**src/rtl/dmem_arb_pkg.sv**
```systemverilog
// Shared types and constants for the two-port data memory arbiter.
package dmem_arb_pkg;

   // Which port won the most recent granted beat; NONE after an idle cycle.
   typedef enum logic [1:0] {
      OWN_NONE = 2'd0,
      OWN_P0   = 2'd1,
      OWN_P1   = 2'd2
   } owner_t;

   localparam int MAX_BURST_DEF = 4;

   localparam logic PORT0 = 1'b0;
   localparam logic PORT1 = 1'b1;

   // Translate a winning port index into the matching owner encoding.
   function automatic owner_t portToOwner(input logic port);
      return (port == PORT1) ? OWN_P1 : OWN_P0;
   endfunction

endpackage

```
**src/rtl/dmem_arb_pick.sv**
```systemverilog
// Combinational winner selection between the two requesters.
module dmem_arb_pick
   import dmem_arb_pkg::*;
#(
   parameter int MAX_BURST = MAX_BURST_DEF,
   parameter int CW        = $clog2(MAX_BURST + 1)
) (
   input  logic [1:0]    reqs_i,
   input  owner_t        owner_i,
   input  logic          lock_i,
   input  logic [CW-1:0] burstCnt_i,
   input  logic          lastGnt_i,
   output logic          winner_o,
   output logic          valid_o
);

   localparam logic [CW-1:0] MaxCnt = CW'(MAX_BURST);

   logic holdOwner;

   // A locking owner keeps the bus under contention until its burst budget runs out;
   // otherwise a tie goes to the port that did not win last time.
   always_comb begin
      valid_o   = reqs_i[0] | reqs_i[1];
      winner_o  = PORT0;
      holdOwner = lock_i && (burstCnt_i < MaxCnt) && (owner_i != OWN_NONE);
      if (reqs_i == 2'b10) begin
         winner_o = PORT1;
      end else if (reqs_i == 2'b11) begin
         if (holdOwner) begin
            winner_o = (owner_i == OWN_P1) ? PORT1 : PORT0;
         end else begin
            winner_o = ~lastGnt_i;
         end
      end
   end

endmodule

```
**src/rtl/dmem_arbiter.sv**
```systemverilog
// Shares one async-read data memory between the core LSU (port 0) and a
// secondary requester (port 1), one word per cycle, with registered read return.
module dmem_arbiter
   import dmem_arb_pkg::*;
#(
   parameter int AW        = 32,
   parameter int DW        = 32,
   parameter int MAX_BURST = MAX_BURST_DEF
) (
   input  logic          clk,
   input  logic          rst_n,
   input  logic          p0_req,
   input  logic          p1_req,
   input  logic          p0_we,
   input  logic          p1_we,
   input  logic          p0_lock,
   input  logic          p1_lock,
   input  logic [AW-1:0] p0_addr,
   input  logic [AW-1:0] p1_addr,
   input  logic [DW-1:0] p0_wdata,
   input  logic [DW-1:0] p1_wdata,
   output logic          p0_gnt,
   output logic          p1_gnt,
   output logic          p0_rvalid,
   output logic          p1_rvalid,
   output logic [DW-1:0] p0_rdata,
   output logic [DW-1:0] p1_rdata,
   output logic          p0_err,
   output logic          p1_err,
   output logic          mem_read,
   output logic          mem_write,
   output logic [AW-1:0] mem_addr,
   output logic [DW-1:0] mem_wdata,
   input  logic [DW-1:0] mem_rdata
);

   localparam int CW = $clog2(MAX_BURST + 1);
   localparam logic [CW-1:0] MaxCnt = CW'(MAX_BURST);

   owner_t        owner_q, owner_d;
   logic          lastGnt_q, lastGnt_d;
   logic          lock_q, lock_d;
   logic [CW-1:0] burstCnt_q, burstCnt_d;

   logic          p0Rvalid_q, p0Rvalid_d;
   logic          p1Rvalid_q, p1Rvalid_d;
   logic [DW-1:0] p0Rdata_q, p0Rdata_d;
   logic [DW-1:0] p1Rdata_q, p1Rdata_d;
   logic          p0Err_q, p0Err_d;
   logic          p1Err_q, p1Err_d;

   logic          winner;
   logic          pickValid;
   logic          gntValid;
   logic          selWe;
   logic          selLock;
   logic [AW-1:0] selAddr;
   logic [DW-1:0] selWdata;
   logic          aligned;

   dmem_arb_pick #(
      .MAX_BURST (MAX_BURST),
      .CW        (CW)
   ) uPick (
      .reqs_i     ({p1_req, p0_req}),
      .owner_i    (owner_q),
      .lock_i     (lock_q),
      .burstCnt_i (burstCnt_q),
      .lastGnt_i  (lastGnt_q),
      .winner_o   (winner),
      .valid_o    (pickValid)
   );

   // Route the winning port onto the memory pins; everything is quiet while in reset.
   always_comb begin
      gntValid  = pickValid & rst_n;
      selWe     = (winner == PORT1) ? p1_we    : p0_we;
      selLock   = (winner == PORT1) ? p1_lock  : p0_lock;
      selAddr   = (winner == PORT1) ? p1_addr  : p0_addr;
      selWdata  = (winner == PORT1) ? p1_wdata : p0_wdata;
      aligned   = (selAddr[1:0] == 2'b00);
      p0_gnt    = gntValid & (winner == PORT0);
      p1_gnt    = gntValid & (winner == PORT1);
      mem_write = gntValid & selWe & aligned;
      mem_read  = gntValid & ~selWe & aligned;
      mem_addr  = gntValid ? selAddr  : '0;
      mem_wdata = gntValid ? selWdata : '0;
   end

   // Ownership bookkeeping: a granted beat records its winner and lock, an idle cycle clears ownership.
   always_comb begin
      owner_d    = OWN_NONE;
      lastGnt_d  = lastGnt_q;
      lock_d     = 1'b0;
      burstCnt_d = '0;
      if (gntValid) begin
         owner_d   = portToOwner(winner);
         lastGnt_d = winner;
         lock_d    = selLock;
         if (owner_q == owner_d) begin
            burstCnt_d = (burstCnt_q == MaxCnt) ? burstCnt_q : burstCnt_q + CW'(1);
         end else begin
            burstCnt_d = CW'(1);
         end
      end
   end

   // Read return and misalignment flags for the cycle after the grant.
   always_comb begin
      p0Rvalid_d = p0_gnt & mem_read;
      p1Rvalid_d = p1_gnt & mem_read;
      p0Err_d    = p0_gnt & ~aligned;
      p1Err_d    = p1_gnt & ~aligned;
      p0Rdata_d  = p0Rvalid_d ? mem_rdata : p0Rdata_q;
      p1Rdata_d  = p1Rvalid_d ? mem_rdata : p1Rdata_q;
   end

   // All arbiter state; port 0 wins the first tie after reset because lastGnt starts at port 1.
   always_ff @(posedge clk or negedge rst_n) begin
      if (!rst_n) begin
         owner_q    <= OWN_NONE;
         lastGnt_q  <= PORT1;
         lock_q     <= 1'b0;
         burstCnt_q <= '0;
         p0Rvalid_q <= 1'b0;
         p1Rvalid_q <= 1'b0;
         p0Rdata_q  <= '0;
         p1Rdata_q  <= '0;
         p0Err_q    <= 1'b0;
         p1Err_q    <= 1'b0;
      end else begin
         owner_q    <= owner_d;
         lastGnt_q  <= lastGnt_d;
         lock_q     <= lock_d;
         burstCnt_q <= burstCnt_d;
         p0Rvalid_q <= p0Rvalid_d;
         p1Rvalid_q <= p1Rvalid_d;
         p0Rdata_q  <= p0Rdata_d;
         p1Rdata_q  <= p1Rdata_d;
         p0Err_q    <= p0Err_d;
         p1Err_q    <= p1Err_d;
      end
   end

   assign p0_rvalid = p0Rvalid_q;
   assign p1_rvalid = p1Rvalid_q;
   assign p0_rdata  = p0Rdata_q;
   assign p1_rdata  = p1Rdata_q;
   assign p0_err    = p0Err_q;
   assign p1_err    = p1Err_q;

endmodule

```
**config.mk**
```make
export PLATFORM = sky130hd
export DESIGN_NAME = dmem_arbiter
export DESIGN_NICKNAME = d
export VERILOG_FILES = /design/src/rtl/dmem_arb_pkg.sv /design/src/rtl/dmem_arb_pick.sv /design/src/rtl/dmem_arbiter.sv
export SDC_FILE = /design/constraint.sdc
export NUM_CORES = 1
export LEC_CHECK = 0
export CORE_AREA = 4 4 115 117
export CTS_CLUSTER_SIZE = 8
export DETAILED_ROUTE_END_ITERATION = 12
export DIE_AREA = 0 0 119 121
export PLACE_DENSITY = 0.86
export REMOVE_ABC_BUFFERS = 1
export SLEW_MARGIN = 20
export SYNTH_ARGS = -nofsm -noshare
export SYNTH_HDL_FRONTEND = slang
export SYNTH_SLANG_ARGS = --single-unit
```
**constraint.sdc**
```tcl
create_clock -name clk -period 2.94 [get_ports clk]
set_input_delay 0.441 -clock clk [delete_from_list [all_inputs] [get_ports clk]]
set_output_delay 0.441 -clock clk [all_outputs]
set_load 0.005 [all_outputs]
```
# After elaboration in Yosys (flattened, before gate mapping)
# Index checks and enable logic that the tools add are counted.
# word_totals
reg_bits,75
inputBits,168
output_inout_bits,136
wordCells,54
# op_classes
add_sub_neg,1
order_cmp,1
n_eq_ne,6
n_mux,16
bitwise_logic,16
reduce_logical,4
# op_table
op,n
$mux W32,4
$and A1 B1 Y1,11
$mux W3,3
$mux W1,7
$eq A2 B2 Y1 const B,3
$mux W2,2
$not A1 Y1,4
$add A3 B1 Y3 const B,1
$eq A3 B3 Y1 const B,1
$lt A3 B3 Y1 const B,1
$ne A3 B3 Y1 const B,1
$eq A2 B2 Y1,1
$logic_and A1 B1 Y1,2
$logic_not A2 Y1,1
$reduce_bool A2 Y1,1
$or A1 B1 Y1,1

# Logic depth before layout (Yosys ltp)
# logic_depth
word_depth,11
mapped_depth,7
ltp_nobuf,5

# Modules after synthesis
# Synthesis repeated with hierarchy kept, for this count alone.
# unflattened
hier_cells,333
hier_area_um2,3991.3
# by_module_without_submodules
mod,instances,cells_per_inst,area_per_inst_um2,seq_area_each_um2
dmem_arbiter,1,328,3955.0,1878.1
dmem_arb_pick,1,5,36.3,0.0

# Worst setup path after synthesis
# Ideal clock, no wire load.
# synth_path
kind,reg2out
startpoint,reg burstCnt_q[2]
endpoint,out mem_write
arrival_ns,1.627
required_time_ns,2.499
setup_slack_ns,0.872
stages_incl_launch_ff,7
path_buffers,2
cell_sequence,dfrtp_1 nand2b_1 o221ai_4 clkbuf_1 buf_2 nand3_1 a21oi_1
# synth_via
elab_chain_len,9
elab_cells_between_ends,11
classes_between,1 x order compare; 5 x mux; 2 x bitwise; 3 x reduce/logical
# synth_rtl
element,line_no,rtl
from (decl),dmem_arbiter.sv:43,"logic [CW-1:0] burstCnt_q, burstCnt_d;"
from (signal assigned),dmem_arbiter.sv:135,burstCnt_q <= burstCnt_d;
$lt A3 B3 Y1 *,dmem_arb_pick.sv:26,holdOwner = lock_i && (burstCnt_i < MaxCnt) && (owner_i != OWN_NONE);
$logic_and A1 B1 Y1 * (2 in series),dmem_arb_pick.sv:26,
$mux W1 *,dmem_arb_pick.sv:30,if (holdOwner) begin
$mux W1 *,dmem_arb_pick.sv:29,end else if (reqs_i == 2'b11) begin
$mux W1 *,dmem_arb_pick.sv:27,if (reqs_i == 2'b10) begin
$mux W1 or $mux W32 (tied branches),"dmem_arbiter.sv:77, dmem_arbiter.sv:79",
$and A1 B1 Y1 or $logic_not A2 Y1 (tied branches),"dmem_arbiter.sv:84, dmem_arbiter.sv:81",
$and A1 B1 Y1 *,dmem_arbiter.sv:84,mem_write = gntValid & selWe & aligned;
to (decl),dmem_arbiter.sv:31,"output logic mem_write,"
# Every way passes the cells marked *; elsewhere a longest branch is shown, timed or not.

# Final worst setup path
# layout_path
startpoint,in p0_req
endpoint,out mem_wdata[17]
# layout_via
elab_chain_len,5
elab_cells_between_ends,8
classes_between,2 x eq/ne; 4 x mux; 2 x bitwise
# layout_rtl
element,line_no,rtl
from (decl),dmem_arbiter.sv:12,"input logic p0_req,"
$eq A2 B2 Y1,dmem_arb_pick.sv:29,
$mux W1,dmem_arb_pick.sv:29,
$mux W1,dmem_arb_pick.sv:27,
$mux W32,dmem_arbiter.sv:80,selWdata = (winner == PORT1) ? p1_wdata : p0_wdata;
$mux W32 *,dmem_arbiter.sv:87,mem_wdata = gntValid ? selWdata : '0;
to (decl),dmem_arbiter.sv:33,"output logic [DW-1:0] mem_wdata,"
# Marks and branches as above.

==> flow_summary.toml <==
[run_status]
outcome = "finished, final reports clean"

[routing]
drcViolationCount = 0
post_drt_via_cell_ratio = 4.866
routed-via-count = 4297
drt_first_iter_violations = 293
ant_nets = 0
route.detailed.wl_per_inst_um = 18.27
wl_mm = 16.14
drtPass1Iterations = 5

[sta]
skew_ps = 5.977
rsz0062_at_grt = "true"
fmax_mhz = 351.6
slew_headroom = 0.4795
worst_slack_ps = 95.93
hold_viol = 0
worst_pin_slew_ps = 780.8
finalCritPeriodShare = 0.9674
report.final.slew_viol_count = 0
period_minus_slack_ps = 2844
setup_tns_ps = 0
setup_viol = 0

[yosys]
synth-main-ff-cell = "dfrtp_1"
synth_area_um2 = 3948
ys_ff_latch = 75
synth_cell_type_count = 31
synth_edf_count = 0
syn_area_per_cell_um2 = 9.628
synth_sequential_area_ratio = 0.4758
synthArstFlopShare = 1.000
syn_inst = 410
ys_warn_count = 0

[floorplan]
die_w_um = 119
initial_core_util = 0.3193
die-area_um2 = 14400
rows = 41
ioPinCount = 304
core-area_um2 = 12360
die_h_um = 121

[power]
comb_power_share = 0.359
p_sw_frac = 0.2535
ir_drop_uv = 375.0
power_density_nw_per_um2 = 508.7
power.share.clock = 0.279
leakage_nw = 3.221
intPower_mw = 2.877
seq_power_share = 0.362
p_sw_uw = 977.1

[clock_network]
cts_tree = "built"
clockBufferDepth = 2
cts_buffers = 9
cts_hold_buffers = 0
path_clk_slew_ps = 50
h-tree-depth = 3
clkLatencyLatePin_ps = 330
cts.sinks = 75
cts-root-buf = "clkbuf_16"

[setup_path]
critPathCaptureType = "output port"
crit_arrival_ps = 2400
ff2ff_path_depth = 6
start_kind = "input port"
worst-endpoint-required_ps = 2500
critical_path_class = "input port to output port"
path_max_fanout = 16

[global_route]
grt_usage = 0.2152
antenna_found_initial = 1
grt_pass1_vias = 4482
grt_first_pass_wirelength_mm = 24.28
grt_overflow = 0
grt_max_degree = 64

[placement]
port_buffers = 303
post-place-ws_ps = 60.86
hpwlAfterDp_mm = 12.80
gp_congestion = 0.9079
dp_cells = 866

[worst_hold_path]
min_path_type = "input port to asynchronous set/reset pin"

[cells_and_area]
antenna_cells = 0
drive_gt1_frac = 0.1378
layout.nets = 877
fillCellCount = 1001
synthToLayoutAreaGrowth_pct = 91.92
fin_cells = 883

[run]
cap_violations = 0
## what timing repair did
action                                  in CTS  in global routing
gates resized for setup                      0                 11
endpoints found under the setup margin       0                 27
setup buffers                                0                  2
## power by group through the flow
stage / registers [mW] / clock network, mW / logic (mW)
3_3_place_gp: 1.39 / 0 / 1.35
4_1_cts: 1.40 / 1.11 / 1.40
2_1_floorplan: 1.41 / 0 / 0.350
3_5_place_dp: 1.41 / 0 / 1.39
6_report: 1.40 / 1.08 / 1.38
5_1_grt: 1.43 / 1.15 / 1.49
## state kept, by name (all words and copies together) (netlist names)
| signal | count |
|---|---|
| p0_err | 1 |
| p1_rdata | 32 |
| owner_q | 2 |
| p1_rvalid | 1 |
| p1_err | 1 |
| burstCnt_q | 3 |
| p0_rdata | 32 |
| lock_q | 1 |
| p0_rvalid | 1 |
| lastGnt_q | 1 |
## layer usage
layer / routed length [µm] / global-route usage / share of wire
met5: 11 / 0 / 0.00068
met4: 678 / 0.1007 / 0.042
met3: 1553 / 0.07925 / 0.096
met1: 5871 / 0.2358 / 0.36
met2: 8021 / 0.3702 / 0.50
## worst paths after layout
kind                                      startpoint                  endpoint  slack [ps]
hold reg to reg             p1_rdata[15]$_DFFE_PN0P_  p1_rdata[15]$_DFFE_PN0P_         490
hold / removal                                 rst_n          lock_q$_DFF_PN0_         190
min in group clk            p1_rdata[15]$_DFFE_PN0P_  p1_rdata[15]$_DFFE_PN0P_         490
setup reg to reg           burstCnt_q[2]$_DFFE_PN0P_  p1_rdata[25]$_DFFE_PN0P_         610
max in group asynchronous                      rst_n  p0_rdata[15]$_DFFE_PN0P_        2020
setup / recovery                              p0_req             mem_wdata[17]         100
## kinds of logic after synthesis
logic type               count (synthesis)  synth area share
AND/OR/NAND/NOR                        155            0.1816
flip-flops                              75            0.4758
AO/OA/AOI/OAI                           72           0.09952
multiplexers                            67            0.1902
buffers and inverters                   38           0.04437
adder cells (fa/ha/maj)                  2          0.006338
XOR/XNOR                                 1          0.002219
## cell usage after synthesis, drive strengths merged (2+ instances only)
master,number,area (µm²)
dfrtp,74,1852
ha,2,25.02
nor2,8,30.03
clkbuf,18,67.56
inv,4,15.01
nand3,65,325.3
nor3,4,20.02
mux2i,3,30.03
nand3b,2,15.01
nor2b,2,12.51
o21ai,66,330.3
nand2,68,255.2
buf,16,92.59
a21o,2,15.01
mux2,64,720.7
## layout make-up
type / count / area [µm²] / area share
multi-input cells: 297 / 1907 / 0.2517
clock inverters: 4 / 51.30 / 0.006771
well taps: 172 / 215.2 / 0.02841
repair buffers: 320 / 3267 / 0.4312
inverters: 4 / 15.01 / 0.001982
flip-flops and latches: 75 / 1878 / 0.2479
clock buffers: 11 / 242.7 / 0.03204
## worst max-delay path, cell delays in order
cell,delay [ps]
clkdlybuf4s50_1,500
nand2_1,100
o221ai_4,260
buf_12,190
buf_4,190
nand3_1,80
o21ai_0,70
clkdlybuf4s50_1,560
## layout by cell type, fill, tap and decap left out, drive strengths merged, types with 2 or more instances in the layout
cell type / Yosys / routed
buf: 16 / 18
nand2: 68 / 68
mux2: 64 / 64
nand3: 65 / 65
ha: 2 / 2
nor3: 4 / 4
nor2: 8 / 8
o21ai: 66 / 66
inv: 4 / 4
nand3b: 2 / 2
a21o: 2 / 2
clkbuf: 18 / 11
nor2b: 2 / 2
mux2i: 3 / 3
dfrtp: 74 / 74
clkinv: 0 / 2
dlymetal6s2s: 0 / 9
clkdlybuf4s50: 0 / 293
## metrics by stage
stage / utilization / area (µm²) / power, mW / hold WS, ps
final: 0.6128 / 7576 / 3.854 / 190.7
after global routing: 0.6128 / 7576 / 4.064 / 202.8
after CTS: 0.6088 / 7527 / 3.904 / 179.0
after detailed placement: 0.5851 / 7233 / 2.798 / 482.6
after global placement: 0.5851 / 7233 / 2.744 / 470.3
after floorplan: - / 3787 / 1.764 / 145.4
(Power assumes the default switching activity.)
